===== src/rtl/dac_frame_serializer_prep.sv =====
// dac_frame_serializer_prep: 125 MHz parallel-side framer for the DAC5681 LVDS path.
// Transposes eight 16-bit samples per cycle into sixteen 8-bit OSERDESE3 lane words.
// Also generates the DCLK/SYNC lane words, sequences the OSERDES reset, and counts underflow cycles.
// Optional feature macro: TWOS_COMP_EN. When defined, input samples are two's complement and
// are converted to offset binary by inverting each sample MSB. IDLE_CODE is never converted.
// Ports:
//   f125m_clk, rst_n             parallel clock, async active-low reset
//   s_tdata/s_tvalid/s_tready    sample stream; sample k in [16k+15:16k], sample 0 earliest
//   enable                       level request to stream
//   oser_rst                     OSERDESE3 reset, high while in HOLD
//   lane_data                    lane i in [8i+7:8i]; bit j = bit i of sample j
//   dclk_pattern, sync_pattern   DCLK / SYNC lane words
//   state                        0 HOLD, 1 IDLE, 2 SYNC, 3 RUN
//   underflow_cnt                saturating count of RUN cycles without a beat
module dac_frame_serializer_prep #(
  parameter int          OSER_RST_CYCLES = 16,
  parameter int          SYNC_CYCLES     = 4,
  parameter logic [15:0] IDLE_CODE       = 16'h8000
) (
  input  logic         f125m_clk,
  input  logic         rst_n,
  input  logic [127:0] s_tdata,
  input  logic         s_tvalid,
  output logic         s_tready,
  input  logic         enable,
  output logic         oser_rst,
  output logic [127:0] lane_data,
  output logic [7:0]   dclk_pattern,
  output logic [7:0]   sync_pattern,
  output logic [1:0]   state,
  output logic [15:0]  underflow_cnt
);
  typedef enum logic [1:0] {HOLD = 2'd0, IDLE = 2'd1, SYNC = 2'd2, RUN = 2'd3} state_t;

  function automatic logic [127:0] transpose(input logic [127:0] s);
    logic [127:0] t;
    t = '0;
    for (int i = 0; i < 16; i++)
      for (int j = 0; j < 8; j++)
        t[8*i+j] = s[16*j+i];
    return t;
  endfunction

  localparam logic [127:0] IDLE_FRAME = transpose({8{IDLE_CODE}});

  state_t         r_state, w_next;
  logic [15:0]    r_cnt, w_cnt_next;
  logic           r_oser_rst;
  logic [127:0]   r_lane, w_beat;
  logic [7:0]     r_dclk, r_sync;
  logic [15:0]    r_ufl;

`ifdef TWOS_COMP_EN
  assign w_beat = s_tdata ^ {8{16'h8000}};
`else
  assign w_beat = s_tdata;
`endif

  assign s_tready      = (r_state == RUN);
  assign state         = r_state;
  assign oser_rst      = r_oser_rst;
  assign lane_data     = r_lane;
  assign dclk_pattern  = r_dclk;
  assign sync_pattern  = r_sync;
  assign underflow_cnt = r_ufl;

  // r_cnt counts HOLD cycles, then SYNC cycles; it is zero on entry to either state.
  always_comb begin
    w_next     = r_state;
    w_cnt_next = '0;
    case (r_state)
      HOLD: begin
        w_next     = (r_cnt == 16'(OSER_RST_CYCLES - 1)) ? IDLE : HOLD;
        w_cnt_next = (r_cnt == 16'(OSER_RST_CYCLES - 1)) ? '0 : r_cnt + 16'd1;
      end
      IDLE: w_next = enable ? SYNC : IDLE;
      SYNC: begin
        w_next     = !enable ? IDLE : (r_cnt == 16'(SYNC_CYCLES - 1)) ? RUN : SYNC;
        w_cnt_next = (enable && r_cnt != 16'(SYNC_CYCLES - 1)) ? r_cnt + 16'd1 : '0;
      end
      RUN:  w_next = enable ? RUN : IDLE;
      default: w_next = HOLD;
    endcase
  end

  // Pattern outputs are registered from the next state so they change on the transition edge.
  always_ff @(posedge f125m_clk or negedge rst_n) begin
    if (!rst_n) begin
      r_state    <= HOLD;
      r_cnt      <= '0;
      r_oser_rst <= 1'b1;
      r_lane     <= IDLE_FRAME;
      r_dclk     <= 8'h00;
      r_sync     <= 8'h00;
      r_ufl      <= '0;
    end else begin
      r_state    <= w_next;
      r_cnt      <= w_cnt_next;
      r_oser_rst <= (w_next == HOLD);
      r_lane     <= (s_tready && s_tvalid) ? transpose(w_beat) : IDLE_FRAME;
      r_dclk     <= (w_next == HOLD) ? 8'h00 : 8'hAA;
      r_sync     <= (w_next == SYNC) ? 8'hFF : 8'h00;
      r_ufl      <= (r_state == IDLE && w_next == SYNC) ? '0 :
                    (s_tready && !s_tvalid && r_ufl != 16'hFFFF) ? r_ufl + 16'd1 : r_ufl;
    end
  end
endmodule


===== config.mk =====
export PLATFORM = sky130hd
export DESIGN_NAME = dac_frame_serializer_prep
export DESIGN_NICKNAME = d
export VERILOG_FILES = /design/src/rtl/dac_frame_serializer_prep.sv
export SDC_FILE = /design/constraint.sdc
export NUM_CORES = 1
export LEC_CHECK = 0
export CORE_MARGIN = 4
export CORE_UTILIZATION = 24
export CTS_CLUSTER_DIAMETER = 60
export DETAILED_ROUTE_END_ITERATION = 8
export SYNTH_ARGS = -nofsm -noshare
export SYNTH_HDL_FRONTEND = slang
export SYNTH_SLANG_ARGS = --single-unit
export TNS_END_PERCENT = 20

===== constraint.sdc =====
create_clock -name f125m_clk -period 2.4 [get_ports f125m_clk]
set_input_delay 0.72 -clock f125m_clk [delete_from_list [all_inputs] [get_ports f125m_clk]]
set_output_delay 0.72 -clock f125m_clk [all_outputs]
set_load 0.01 [all_outputs]

==> results.md <==
Status:
- The flow ran to the end, and the final reports show no timing, DRC or antenna violations.

Yosys:
- The count of mapped cells out of synthesis is 479.
- The fraction of the mapped netlist area in adder cells is 0.412%.
- After synthesis, the cell types taking the most area are dfrtp_1, and2_1, dfstp_2, buf_4, xnor2_1.
- The fraction of the mapped netlist area in compound gates is 2.35%.
- For this run, asynchronously set or reset flops after synthesis account for 100%.
- The average size of a mapped cell is 12.7 um2.
- The cell type with the largest total area after synthesis is dfrtp_1.
- Summed over its instances, the top area cell type makes up between 60% and 70% of the synthesized netlist area.
- After synthesis, the most frequently instantiated cells are dfrtp_1, and2_1, clkbuf_1, nand2_1, nor2_1.
- In the synthesized netlist the dominant register cell turns out to be dfrtp_1.
- The most common cell in the synthesized netlist is dfrtp_1.
- The share of the synthesized netlist area taken by xor and xnor gates is 1.88%.
- Multiplexer cells account for approximately 1.2% of the synthesized area.
- Summing the areas of all and, or, nand and nor instances in the mapped netlist gives between 20% and 30% of the synthesized area.
- The largest family of logic cells by synthesized area is simple AND/OR/NAND/NOR gates.
- Sequential cells were found to cover roughly two thirds of the synthesized design area.
- The count of distinct cell types in the synthesized netlist is 37.
- The post-synth design cell area is approximately 6100 um2.
- The total of warnings raised by yosys is 0.
- Synthesis inferred 165 register bits.
- The count of flip-flops with a built-in enable after synthesis is 0.

Layout:
- The flip-flop and latch area is about 4100 um2.
- The number of nets at the end of the flow is approximately 900.
- The relative area change from synthesis to final layout is 63.9%.
- Summing all multi-input logic gate instances after layout gives between 1500 and 2000 um2.
- Counting the fill cells in the layout gives roughly 2400.
- In the final layout, the share of cells above drive strength 1 is about 7.2%.
- 0 antenna diodes ended up in the layout.

Drt:
- Dividing the detail-routed wire length by the instance count gives roughly 15 um.
- The overall routed net length is 16900 um.
- The top routing layer in use is met4.
- The DRC violation count after routing is 0.
- The count of nets left with antenna violations once routing finished came out at 0.
- The sum of met2 wire segment lengths after detailed routing is between 7000 and 8000 um.
- The number of vias in the routed layout is between 4000 and 5000.
- The amount of wire on met3 after detailed routing is around 2200 um.
- In this run, the number of DRC markers left after iteration 0 of detailed routing was 133.
- For this run, the detailed router's first-pass iteration total came to 4.
- The routed length on met1 is approximately 6600 um.
- The via density per instance is approximately 4.

Timing:
- The slew at the pin with the worst max-slew slack is ~0.70 ns.
- The worst hold margin is about 0.18 ns.
- The headroom to the max-slew limit is a little over half.
- Setup repair after global routing left no endpoint under its margin.
- The peak clock frequency supported by timing is 434 MHz.
- The worst path in the final design needs a cycle of 2.31 ns, including I/O delays and setup.
- The final critical path takes up roughly 96% of the cycle.
- The hold violation count in the final report is 0.
- The count of final max-slew check failures is 0.
- The count of final setup violators is 0.
- The worst setup skew after layout is between 0.01 and 0.015 ns.

Critical path:
- The maximum net fanout on the critical path is 10.
- The startpoint class of the critical path is a flip-flop.
- The nature of the critical path endpoint is a primary output.
- Data on the critical path arrives at its endpoint at 1.59 ns.
- Across all register-to-register paths, the minimum setup slack is 0.52 ns.
- The start-to-end type of the worst setup path is flip-flop to primary output.
- STA puts the critical path data required time at 1.68 ns.

Die:
- The floorplan has 57 rows.
- In this run the horizontal extent of the chip is 167 um.
- The die covers 27900 um2.
- The initial utilization of the core area, before any placement, comes to ~25%.
- In this run the standard cell core region covers about 25000 um2.
- The count of pins on the block boundary is 296.
- The vertical die dimension is approximately 170 um.

Power:
- The design draws ~7.4 mW.
- The total power per unit cell area is about 750 nW/um2.
- The leakage power total is ~4.3 nW.
- The peak supply drop is roughly 0.00037 V.

Clock tree:
- The number of gates resized after CTS was 2.
- The number of sinks on the clock net is between 150 and 200.
- The H-tree was split into 4 levels.
- In this run the deepest clock path goes through 2 buffers.
- The clock reaches the later pin of the worst-skew pair after approximately 0.42 ns.
- The total clock buffers created by CTS is 17.
- The cts-stage hold buffer count is 0.
- Clock-pin slew was measured on the worst setup and hold paths at ~0.070 ns.
- The tree is rooted in a clkbuf_16.
- The buffers inserted during post-CTS setup optimization is 0.
- The clock tree from TritonCTS is done.

GRT:
- The initial antenna violation count is 0.
- The first global-routing pass estimated roughly 27000 um of wire.
- The number of global-route vias before repair is approximately 4600.
- The global routing usage summed across all routing layers is 12.1%.
- The aggregate global routing overflow is 0.
- Entering global routing, the biggest net connects 68 pins.

Hold path:
- The path class of the tightest hold or removal check is input port to async pin.

Placement:
- The sum of net half-perimeters after detailed placement is approximately 12000 um.
- The number of port buffers is between 200 and 300.
- The global placer's final weighted congestion is ~0.75.

Flow run:
- The max capacitance violation total is 0.
==> critical path: stages (launching register included) <==
cell and delay, ns:
dfrtp_2 0.46, and2_1 0.17, clkdlybuf4s50_1 0.54
==> where the power goes <==
group / switching, mW / internal [mW] / total [mW] / leakage [nW]
combinational: 0.625 / 0.862 / 1.49 / 1.75
sequential: 0.135 / 3.03 / 3.16 / 2.25
clock: 1.23 / 1.57 / 2.80 / 0.282
==> sequential cells by signal (all words and copies together) (netlist names) <==
signal,count
r_cnt,16
state,2
sync_pattern,1
lane_data,128
oser_rst,1
underflow_cnt,16
dclk_pattern,1
==> metrics by stage <==
stage               cells  area, um2  setup slack [ns]  setup TNS (ns)  util [%]
floorplan             482       6080             0.328               0         -
global placement     1073       9340            -0.173          -0.652      38.0
detailed placement   1073       9340            -0.150          -0.609      38.0
CTS                  1105       9940            0.0538               0      40.4
global route         1105       9940           0.00644               0      40.4
finish               1105       9940            0.0945               0      40.4
==> path summary, 6_finish.rpt <==
| kind | from | end | cells after the start |
|---|---|---|---|
| worst max-delay path | state[1] | s_tready | 2 |
| worst max register to register | underflow_cnt[0] | underflow_cnt[14] | 5 |
| worst min-delay path | rst_n | r_cnt[6] | 1 |
| max in group asynchronous | rst_n | lane_data[69] | 2 |
| min in group f125m_clk | r_cnt[0] | r_cnt[0] | 1 |
| worst min register to register | r_cnt[0] | r_cnt[0] | 1 |
==> area by class of cell <==
cell class                      instances  area share (%)
Multi-Input combinational cell        279            17.5
Inverter                                4           0.151
Clock buffer                           18            4.32
Clock inverter                         14            1.67
Timing Repair Buffer                  301            30.6
Sequential cell                       165            41.7
Tap cell                              324            4.08
==> cells in the final DEF, fill, tap and decap left out, types with 3 or more instances in the layout <==
cell type / count
clkbuf_16: 17
o31ai_1: 6
xnor2_1: 12
dfstp_2: 9
nor4_1: 8
mux2i_1: 7
nand2b_1: 12
dfrtp_1: 154
nand4_1: 7
inv_1: 4
clkinv_4: 3
or3_1: 8
nor4b_1: 3
or4_1: 5
clkdlybuf4s50_1: 290
o21ai_0: 4
nor3_1: 6
nand3_1: 10
conb_1: 4
a21oi_1: 11
nor2_1: 16
clkinvlp_4: 3
nor2b_1: 4
buf_4: 6
and2_1: 123
inv_6: 4
nand2_1: 16
buf_12: 4
==> routing by layer <==
layer / up-vias / track usage (%)
met3: 16 / 7.30
met5: - / 0
met1: 2081 / 13.6
met2: 187 / 19.7
li1: 2122 / -
met4: 0 / 3.20
==> cell families (layout without fill, tap and decap cells) <==
| logic type | count (synthesis) | count (layout) |
|---|---|---|
| AOI/OAI and AO/OA | 24 | 24 |
| xor gates and xnor gates | 13 | 13 |
| adders and majority gates | 2 | 2 |
| buffers and inverters | 38 | 337 |
| DFF | 165 | 165 |
| muxes | 7 | 7 |
| other | 1 | 4 |
| and+or+nand+nor | 229 | 229 |
No activity file was read; power rests on OpenSTA's default activity.
==> variant, RTL diff (same flow settings) <==
Set the parameter `OSER_RST_CYCLES` to 15 (it was 16).
--- a/src/rtl/dac_frame_serializer_prep.sv
+++ b/src/rtl/dac_frame_serializer_prep.sv
@@ -13,7 +13,7 @@
 //   state                        0 HOLD, 1 IDLE, 2 SYNC, 3 RUN
 //   underflow_cnt                saturating count of RUN cycles without a beat
 module dac_frame_serializer_prep #(
-  parameter int          OSER_RST_CYCLES = 16,
+  parameter int          OSER_RST_CYCLES = 15,
   parameter int          SYNC_CYCLES     = 4,
   parameter logic [15:0] IDLE_CODE       = 16'h8000
 ) (
Function: no difference found for any inputs over 10 cycles, from zero or initial values and one cycle with rst_n low; that may be too few to reach the edited logic, so the function may still have changed.
==> variant against the original RTL <==
Critical path type unchanged. Routed wire length grew 4.0%. Sequential cell count did not move. Non-clock buffer count increased by 7. Design area grew 1.1%. Area after synthesis is 1.3% higher. Largest power group unchanged. Clock power is 6% lower. Power increased by 0.25%. Sequential share of layout area down 0.49 points. Worst setup slack gained 0.089 ns.
==> variant: results (changes against the original RTL) <==
- Result of the run: completed
- The setup slack after placement came to -0.0571 ns (+0.0925 ns).
* Yosys cell types: 47 (+27%)
- The share of flip-flops with an asynchronous set or reset after synthesis came to 100% (unchanged).
- Initial antenna violation count: 3 (+3)
- The maximum cell stage delay along the critical path is 0.62 ns (+0.08 ns).
* Top cells by area in the synthesized netlist: sky130_fd_sc_hd__dfrtp_1 (64%), sky130_fd_sc_hd__and2_1 (13%), sky130_fd_sc_hd__dfstp_2 (3.8%)
- Global router's overall resource usage: 12.5% (+0.31 points)
* Commonest cells in the synthesized netlist: sky130_fd_sc_hd__dfrtp_1 (156), sky130_fd_sc_hd__and2_1 (123), sky130_fd_sc_hd__nor2_1 (19)
- Count of non-filler cells in the finished layout: 1120 (+1.4%)
- The worst IR drop on VDD is 0.000419 V (+13%).
- The worst hold slack after final layout came to 0.241 ns (+0.0582 ns).
- The H-tree depth reported by CTS came to 4 (unchanged).
* Hold WC Path Type: in -> async
- Number of buffers created by CTS: 17 (unchanged)
* Number of global-route vias before repair: 4758 (+4.0%)
- Clock Pin Slew Worst Setup and Hold Paths: 0.07 ns (about the same)
- Number of instances in the synthesized netlist: 481 (+0.42%)
* Launch instance of the worst register-to-register path: underflow_cnt[0]
* First-pass GRT wire length: 27.3 mm (+3.0%)
- The largest net degree at the start of global routing was 66 (-2.9%).
- The diode insertion count for antenna repair was 0 (unchanged).
- Setup repair bufs after CTS: 0 (unchanged)
- The final setup violation count was 0 (unchanged).
- Max Clock Skew: 0.0151 ns (+0.00481 ns)
- The top fanout value on the critical path is 7 (-3).
* Routed via count: 4574 (+3.8%)
* Quantity of gates resized following cts: 0 (-2)
- GPL Wtd Cong: 0.795 (+5.7%)
- Detailed Route Iter0 Violations: 212 (+59%)
* Sequential fraction of the synthesis area: 67.4% (-0.88 points)
- The number of nets in the layout is 912 (+1.1%).
- Total wire length after detailed routing: 17.6 mm (+4.0%)
* Placement-stage cell area: 9490 µm² (+1.6%)
- Port buffer count: 291 (unchanged)
* Number of placed cells counting well taps: 1088 (+1.4%)
- The ratio of cells with drive above 1 in the final layout came to 8.48% (+1.3 points).
* Static Leakage: 4.35 nW (+1.8%)
- The number of iterations in the first detailed-routing pass is 4 (unchanged).
- Post-DP HPWL: 13.0 mm (+5.3%)
- Transition time at the pin with the least slew margin: 0.519 ns (-0.185 ns)
==> variant: cells by family (layout without fill, tap and decap cells) <==
kind of cell	after synthesis	count (layout)	synth area share, %
AND/OR/NAND/NOR	226	226	22.6
flip-flops	165	165	67.4
buffers and inverters	40	346	3.58
AO/OA/AOI/OAI	29	29	3.34
XOR/XNOR	14	14	2.00
adder cells (fa/ha/maj)	3	3	0.611
multiplexers	3	3	0.489
other	1	4	0.0610
==> variant: area by class of cell <==
| type | instances | area, µm² |
|---|---|---|
| clock inverters | 14 | 131 |
| multi-input cells | 279 | 1800 |
| repair buffers | 308 | 3120 |
| well taps | 330 | 413 |
| clock buffers | 18 | 429 |
| inverters | 6 | 22.5 |
| fillers | 2434 | 15100 |
| flip-flops and latches | 165 | 4140 |
==> variant: how the worst max path moves through the flow <==
stage,to,slack (ns),cells past startpoint,startpoint
3_5_place_dp,underflow_cnt[14],-0.06,5,s_tvalid
3_3_place_gp,underflow_cnt[15],-0.02,5,s_tvalid
6_report,underflow_cnt[2],0.18,1,underflow_cnt[2]
4_1_cts,underflow_cnt[2],0.15,1,underflow_cnt[2]
5_1_grt,underflow_cnt[2],0.1,1,underflow_cnt[2]
2_1_floorplan,underflow_cnt[15],0.45,4,s_tvalid
==> variant: metal layers <==
| metal | up-vias | GRT usage (%) | share of wire [%] |
|---|---|---|---|
| li1 | 2161 | - | - |
| met1 | 2199 | 13.8 | 39 |
| met2 | 188 | 20.2 | 48 |
| met3 | 20 | 7.02 | 12 |
| met4 | 6 | 4.23 | 1.8 |
| met5 | - | 0 | 0.23 |
==> variant: where the power goes <==
group	switching [mW]	internal, mW	total [mW]
combinational	0.715	0.940	1.66
clock	1.26	1.38	2.64
sequential	0.128	3.05	3.17
total	2.10	5.37	7.47
